### src/rtl/dmem_pkg.sv
// Shared types and helpers for the data-memory controller and its lane aligner.
package dmem_pkg;

    localparam int unsigned OFF_W = 3;

    typedef enum logic [1:0] {
        SZ_B = 2'd0,
        SZ_H = 2'd1,
        SZ_W = 2'd2,
        SZ_D = 2'd3
    } size_e;

    typedef enum logic [2:0] {
        IDLE,
        READ,
        CAPTURE,
        WRITE,
        RESP
    } state_e;

    // Byte lanes of a doubleword touched by an access of the given size at the given offset.
    function automatic logic [7:0] lane_mask(input size_e size, input logic [OFF_W-1:0] offset);
        logic [7:0] base;
        case (size)
            SZ_B:    base = 8'h01;
            SZ_H:    base = 8'h03;
            SZ_W:    base = 8'h0F;
            default: base = 8'hFF;
        endcase
        return base << offset;
    endfunction

endpackage

### src/rtl/dmem_lane_align.sv
// Combinational byte-lane logic: load extraction with sign/zero extension and
// little-endian store merge of right-aligned write data into an old word.
module dmem_lane_align
    import dmem_pkg::*;
(
    input  logic [63:0]      word,
    input  logic [63:0]      wdata,
    input  logic [OFF_W-1:0] offset,
    input  size_e            size,
    input  logic             unsgn,
    output logic [63:0]      rdata_ext,
    output logic [63:0]      merged_word
);

    logic [63:0] shifted;
    logic [63:0] wshift;
    logic [7:0]  mask;

    always_comb begin
        shifted = word >> {offset, 3'b000};
        case (size)
            SZ_B:    rdata_ext = {{56{~unsgn & shifted[7]}},  shifted[7:0]};
            SZ_H:    rdata_ext = {{48{~unsgn & shifted[15]}}, shifted[15:0]};
            SZ_W:    rdata_ext = {{32{~unsgn & shifted[31]}}, shifted[31:0]};
            default: rdata_ext = shifted;
        endcase
    end

    always_comb begin
        mask        = lane_mask(size, offset);
        wshift      = wdata << {offset, 3'b000};
        merged_word = word;
        for (int unsigned i = 0; i < 8; i++) begin
            if (mask[i]) begin
                merged_word[8*i +: 8] = wshift[8*i +: 8];
            end
        end
    end

endmodule

### src/rtl/dmem_ctrl.sv
// LSU-to-SRAM data-memory controller: B/H/W/D loads and stores, read-modify-write
// for sub-doubleword stores. Define DMEM_PERF_CNT_EN to build the saturating perf counters.
module dmem_ctrl
    import dmem_pkg::*;
#(
    parameter  int unsigned XLEN  = 64,
    parameter  int unsigned DEPTH = 262144,
    localparam int unsigned AW    = $clog2(DEPTH)
) (
    input  logic            clk,
    input  logic            rst,
    input  logic            req_valid,
    output logic            req_ready,
    input  logic            req_we,
    input  logic [XLEN-1:0] req_addr,
    input  logic [1:0]      req_size,
    input  logic            req_unsigned,
    input  logic [XLEN-1:0] req_wdata,
    output logic            resp_valid,
    input  logic            resp_ready,
    output logic [XLEN-1:0] resp_rdata,
    output logic            resp_fault,
    output logic            sram_we,
    output logic [AW-1:0]   sram_addr,
    output logic [XLEN-1:0] sram_data_in,
    input  logic [XLEN-1:0] sram_data_out,
    output logic [31:0]     perf_loads,
    output logic [31:0]     perf_stores,
    output logic [31:0]     perf_faults
);

    state_e          state, state_d;
    size_e           req_sz;
    logic            misaligned, out_of_range, req_fault, accept, req_dstore;

    logic            r_we;
    logic [AW-1:0]   r_word;
    logic [OFF_W-1:0] r_off;
    size_e           r_size;
    logic            r_unsgn;
    logic [XLEN-1:0] r_wdata;
    logic [XLEN-1:0] wbuf;
    logic [XLEN-1:0] rdata_q;
    logic            fault_q;

    logic [XLEN-1:0] rdata_ext, merged_word;

    assign req_sz = size_e'(req_size);

    always_comb begin
        case (req_sz)
            SZ_B:    misaligned = 1'b0;
            SZ_H:    misaligned = req_addr[0];
            SZ_W:    misaligned = |req_addr[1:0];
            default: misaligned = |req_addr[2:0];
        endcase
    end

    assign out_of_range = |req_addr[XLEN-1:AW+OFF_W];
    assign req_fault    = misaligned | out_of_range;
    assign accept       = req_valid & (state == IDLE);
    assign req_dstore   = req_we & (req_sz == SZ_D);

    always_ff @(posedge clk or posedge rst) begin
        if (rst) begin
            state <= IDLE;
        end else begin
            state <= state_d;
        end
    end

    always_comb begin
        state_d = state;
        case (state)
            IDLE: begin
                if (accept) begin
                    if (req_fault) begin
                        state_d = RESP;
                    end else if (req_dstore) begin
                        state_d = WRITE;
                    end else begin
                        state_d = READ;
                    end
                end
            end
            READ:    state_d = CAPTURE;
            CAPTURE: state_d = r_we ? WRITE : RESP;
            WRITE:   state_d = RESP;
            RESP: begin
                if (resp_ready) begin
                    state_d = IDLE;
                end
            end
            default: state_d = IDLE;
        endcase
    end

    // A faulting request leaves the SRAM-facing registers untouched.
    always_ff @(posedge clk or posedge rst) begin
        if (rst) begin
            r_we    <= 1'b0;
            r_word  <= '0;
            r_off   <= '0;
            r_size  <= SZ_B;
            r_unsgn <= 1'b0;
            r_wdata <= '0;
            wbuf    <= '0;
            rdata_q <= '0;
            fault_q <= 1'b0;
        end else if (accept) begin
            r_we    <= req_we;
            r_off   <= req_addr[OFF_W-1:0];
            r_size  <= req_sz;
            r_unsgn <= req_unsigned;
            r_wdata <= req_wdata;
            rdata_q <= '0;
            fault_q <= req_fault;
            if (!req_fault) begin
                r_word <= req_addr[AW+OFF_W-1:OFF_W];
                if (req_dstore) begin
                    wbuf <= req_wdata;
                end
            end
        end else if (state == CAPTURE) begin
            if (r_we) begin
                wbuf <= merged_word;
            end else begin
                rdata_q <= rdata_ext;
            end
        end
    end

    dmem_lane_align u_align (
        .word        (sram_data_out),
        .wdata       (r_wdata),
        .offset      (r_off),
        .size        (r_size),
        .unsgn       (r_unsgn),
        .rdata_ext   (rdata_ext),
        .merged_word (merged_word)
    );

    assign req_ready    = (state == IDLE);
    assign resp_valid   = (state == RESP);
    assign resp_rdata   = rdata_q;
    assign resp_fault   = fault_q;
    assign sram_we      = (state == WRITE);
    assign sram_addr    = r_word;
    assign sram_data_in = wbuf;

`ifdef DMEM_PERF_CNT_EN
    logic [31:0] cnt_loads, cnt_stores, cnt_faults;
    logic        done;

    assign done = (state == RESP) & resp_ready;

    always_ff @(posedge clk or posedge rst) begin
        if (rst) begin
            cnt_loads  <= '0;
            cnt_stores <= '0;
            cnt_faults <= '0;
        end else if (done) begin
            if (fault_q) begin
                if (cnt_faults != '1) cnt_faults <= cnt_faults + 32'd1;
            end else if (r_we) begin
                if (cnt_stores != '1) cnt_stores <= cnt_stores + 32'd1;
            end else begin
                if (cnt_loads != '1) cnt_loads <= cnt_loads + 32'd1;
            end
        end
    end

    assign perf_loads  = cnt_loads;
    assign perf_stores = cnt_stores;
    assign perf_faults = cnt_faults;
`else
    assign perf_loads  = '0;
    assign perf_stores = '0;
    assign perf_faults = '0;
`endif

endmodule

### config.mk
export PLATFORM = sky130hd
export DESIGN_NAME = dmem_ctrl
export DESIGN_NICKNAME = d
export VERILOG_FILES = /design/src/rtl/dmem_pkg.sv /design/src/rtl/dmem_lane_align.sv /design/src/rtl/dmem_ctrl.sv
export SDC_FILE = /design/constraint.sdc
export NUM_CORES = 1
export LEC_CHECK = 0
export CORE_MARGIN = 1.5
export CORE_UTILIZATION = 50
export CTS_BUF_LIST = sky130_fd_sc_hd__clkbuf_16
export DETAILED_ROUTE_END_ITERATION = 6
export PLACE_DENSITY_LB_ADDON = 0.05
export REMOVE_ABC_BUFFERS = 1
export SKIP_CTS_REPAIR_TIMING = 1
export SLEW_MARGIN = 30
export SYNTH_ARGS = -nofsm -noshare
export SYNTH_HDL_FRONTEND = slang
export SYNTH_HIERARCHICAL = 1
export SYNTH_SLANG_ARGS = --single-unit
### constraint.sdc
create_clock -name clk -period 12.9 [get_ports clk]
set_input_delay 1.935 -clock clk [delete_from_list [all_inputs] [get_ports clk]]
set_output_delay 1.935 -clock clk [all_outputs]
set_load 0.05 [all_outputs]
==> metrics <==
outcome completed; post-route DRC violation count 0; warnings from Yosys 6; maximum clock frequency 195 MHz; # fillers approximately 2500; effective utilization at floorplan roughly half; worst-case headroom to the max-slew limit between 20 and 30%; fraction of registers with async set/reset 100%; global-route wire length before repair approximately 73000 um; Worst Tran Pin Value roughly 1.1 ns; row count 62; required time at the worst-slack endpoint roughly 13 ns; area of the multi-input gates 7890 um^2; top_reg_cell synth sky130_fd_sc_hd__dfrtp_1; aggregate global routing overflow 0; number of H-tree branching levels 1; Netlist Area Pre-Place 14500 um^2; Clk Latency, worst-skew pair roughly 0.54 ns; number of setup violations in the final report 0; Hold Path Cell Cnt 2; Worst R2R Path Depth 9; launch point of the critical path req_valid; Min-Delay Path Class flip-flop to flip-flop; top-count cell post-synth sky130_fd_sc_hd__nand2_1; Power Density around 150 nW/um^2; Post-Syn Area per Cell 8.30 um^2; share of post-route cells with drive strength above 1 8.97%; count of clock tree sinks between 200 and 250; min Tclk post-route roughly 5.1 ns; Worst Setup Start Kind primary input; Post-Route Setup TNS 0 ns; area growth from synthesis to layout 26.5%; worst flop-to-flop path startpoint r_off[1]; routability congestion estimate around 0.87; endpoints failing hold 0; crit path max fanout 95; DPL Wire Length between 30000 and 40000 um; area of the die between 20000 and 30000 um^2; max-cap check violation count 0; cell types with the highest counts after synthesis sky130_fd_sc_hd__nand2_1 (506), sky130_fd_sc_hd__dfrtp_1 (221), sky130_fd_sc_hd__o21ai_0 (213); Die Height approximately 170 um; horizontal extent of the die between 150 and 200 um; initial antenna violation count 4; sequential cell area between 5000 and 6000 um^2; Inserted Clock Buffers 25; CTS Root Cell sky130_fd_sc_hd__clkbuf_16; total global-route track usage roughly 30%; total I/O pin count roughly 450; crit path capture type flip-flop; Placed Instance Area approximately 18000 um^2; register area share after synthesis a little under two fifths; count of buffers from port buffering ~350; number of global-route vias before repair ~13000; crit path kind primary input to flip-flop; number of pins with negative max-slew slack in the final report 0; cell types with the largest area share after synthesis sky130_fd_sc_hd__dfrtp_1 (38%), sky130_fd_sc_hd__nand2_1 (13%), sky130_fd_sc_hd__o21ai_0 (7.4%); initial detailed-routing violation count roughly 1100; CTS tree yes; cell count after synthesis approximately 1700; Critical Path AT between 5 and 6 ns; area of the placeable core approximately 29000 um^2; Tot Pwr around 2800 uW; detailed-route via count ~13000; share of Yosys cell area claimed by the top area cell type between 30% and 40%; synth unique cells 58; clock transition time at the flip-flop clock pins of the worst setup and hold paths ~0.06 ns; biggest area consumer among synthesized cells sky130_fd_sc_hd__dfrtp_1; post-synthesis sequential element count ~220; ratio of final minimum period to clock period 39.7%; Final ANT Viol Nets 0; Min-Delay Startpoint r_wdata[60]; DR vias/cell approximately 5.6; aggregate routed wire length approximately 47000 um; Layout Nets between 2000 and 2500; average wire length per cell after detail routing 19.6 um; Leak 0.00804 uW; maximum VDD drop around 0.00010 V; design area about 18000 um^2; number of enable flip-flop cells after synthesis 0; Final Skew approximately 0.017 ns; drt first pass iters 5; final standard cell utilization of the core 64.1%; pin count of the biggest net entering global routing around 130; setup repair after global routing missed its margin false; maximum count of clock buffers along a single path 3
[cells by family (layout without fill, tap and decap cells)]
logic type	Yosys count	in the layout	share of synthesized area (%)
buffers and inverters	235	415	10.2
flip-flops	221	221	38.3
AO/OA/AOI/OAI	476	476	20.1
multiplexers	166	166	12.9
other	1	99	0.0259
AND/OR/NAND/NOR	643	643	18.5
[cells in the final DEF (no fill, tap or decap), types with 16 or more instances in the layout]
cell                              count
sky130_fd_sc_hd__o21ai_0            213
sky130_fd_sc_hd__nor2_1              52
sky130_fd_sc_hd__a21oi_1             41
sky130_fd_sc_hd__nand2_1            505
sky130_fd_sc_hd__a21boi_0            64
sky130_fd_sc_hd__mux2_2              70
sky130_fd_sc_hd__dfrtp_1            218
sky130_fd_sc_hd__clkdlybuf4s50_1    349
sky130_fd_sc_hd__a211oi_1            16
sky130_fd_sc_hd__o21ai_1             60
sky130_fd_sc_hd__clkbuf_16           25
sky130_fd_sc_hd__mux2i_1             79
sky130_fd_sc_hd__conb_1              96
sky130_fd_sc_hd__nand2_2             20
[worst max-delay path, stage by stage]
cell,delay [ns]
sky130_fd_sc_hd__clkdlybuf4s50_1,0.66
sky130_fd_sc_hd__nand2_8,0.36
sky130_fd_sc_hd__and2_1,0.36
sky130_fd_sc_hd__a41oi_4,0.16
sky130_fd_sc_hd__buf_4,0.59
sky130_fd_sc_hd__or2_2,0.70
sky130_fd_sc_hd__buf_4,0.51
sky130_fd_sc_hd__o21ai_0,0.17
[state kept, by name (all words and copies together) (netlist names)]
name          flops
r_wdata          64
resp_rdata       64
r_unsgn           1
state             3
resp_fault        1
sram_addr        18
r_size            2
r_we              1
r_off             3
sram_data_in     64
[area by class of cell]
class                      instances  area share, %
antenna                            3         0.0410
clock buffer                      25           3.42
clock inverter                    18          0.438
inverter                           5          0.144
multi-input combinational       1381           43.1
sequential                       221           30.3
tap                              384           2.63
timing repair buffer             367           19.9
[stage by stage]
step / cells / setup WS [ns] / hold WS [ns]
3_3_place_gp: 2358 / 7.10 / 0.460
5_1_grt: 2403 / 7.54 / 0.493
2_1_floorplan: 1607 / 2.98 / 0.441
4_1_cts: 2401 / 7.56 / 0.481
6_report: 2404 / 7.77 / 0.480
3_5_place_dp: 2358 / 7.02 / 0.461
[metal layers]
metal / vias to the layer above / wire (um) / GRT usage [%]
li1: 6299 / - / -
met1: 6428 / 19800 / 41.8
met2: 629 / 21900 / 50.3
met3: 83 / 3890 / 5.23
met4: 2 / 1410 / 9.75
met5: - / 13 / 0
[report_power, final]
group / internal, uW / total (uW) / switching (uW) / leakage [uW]
logic: 449 / 1250 / 800 / 0.00474
registers: 794 / 905 / 111 / 0.00293
clock network: 348 / 637 / 289 / 0.000367
[path summary, 6_finish.rpt]
check,endpoint,slack [ns]
max,sram_data_in[61],7.77
min,r_wdata[60],0.48
max reg2reg,resp_rdata[47],8.70
min reg2reg,r_wdata[60],0.48
max in group asynchronous,r_off[1],9.69
min in group asynchronous,r_wdata[21],1.88
No activity file was read; power rests on OpenSTA's default activity.
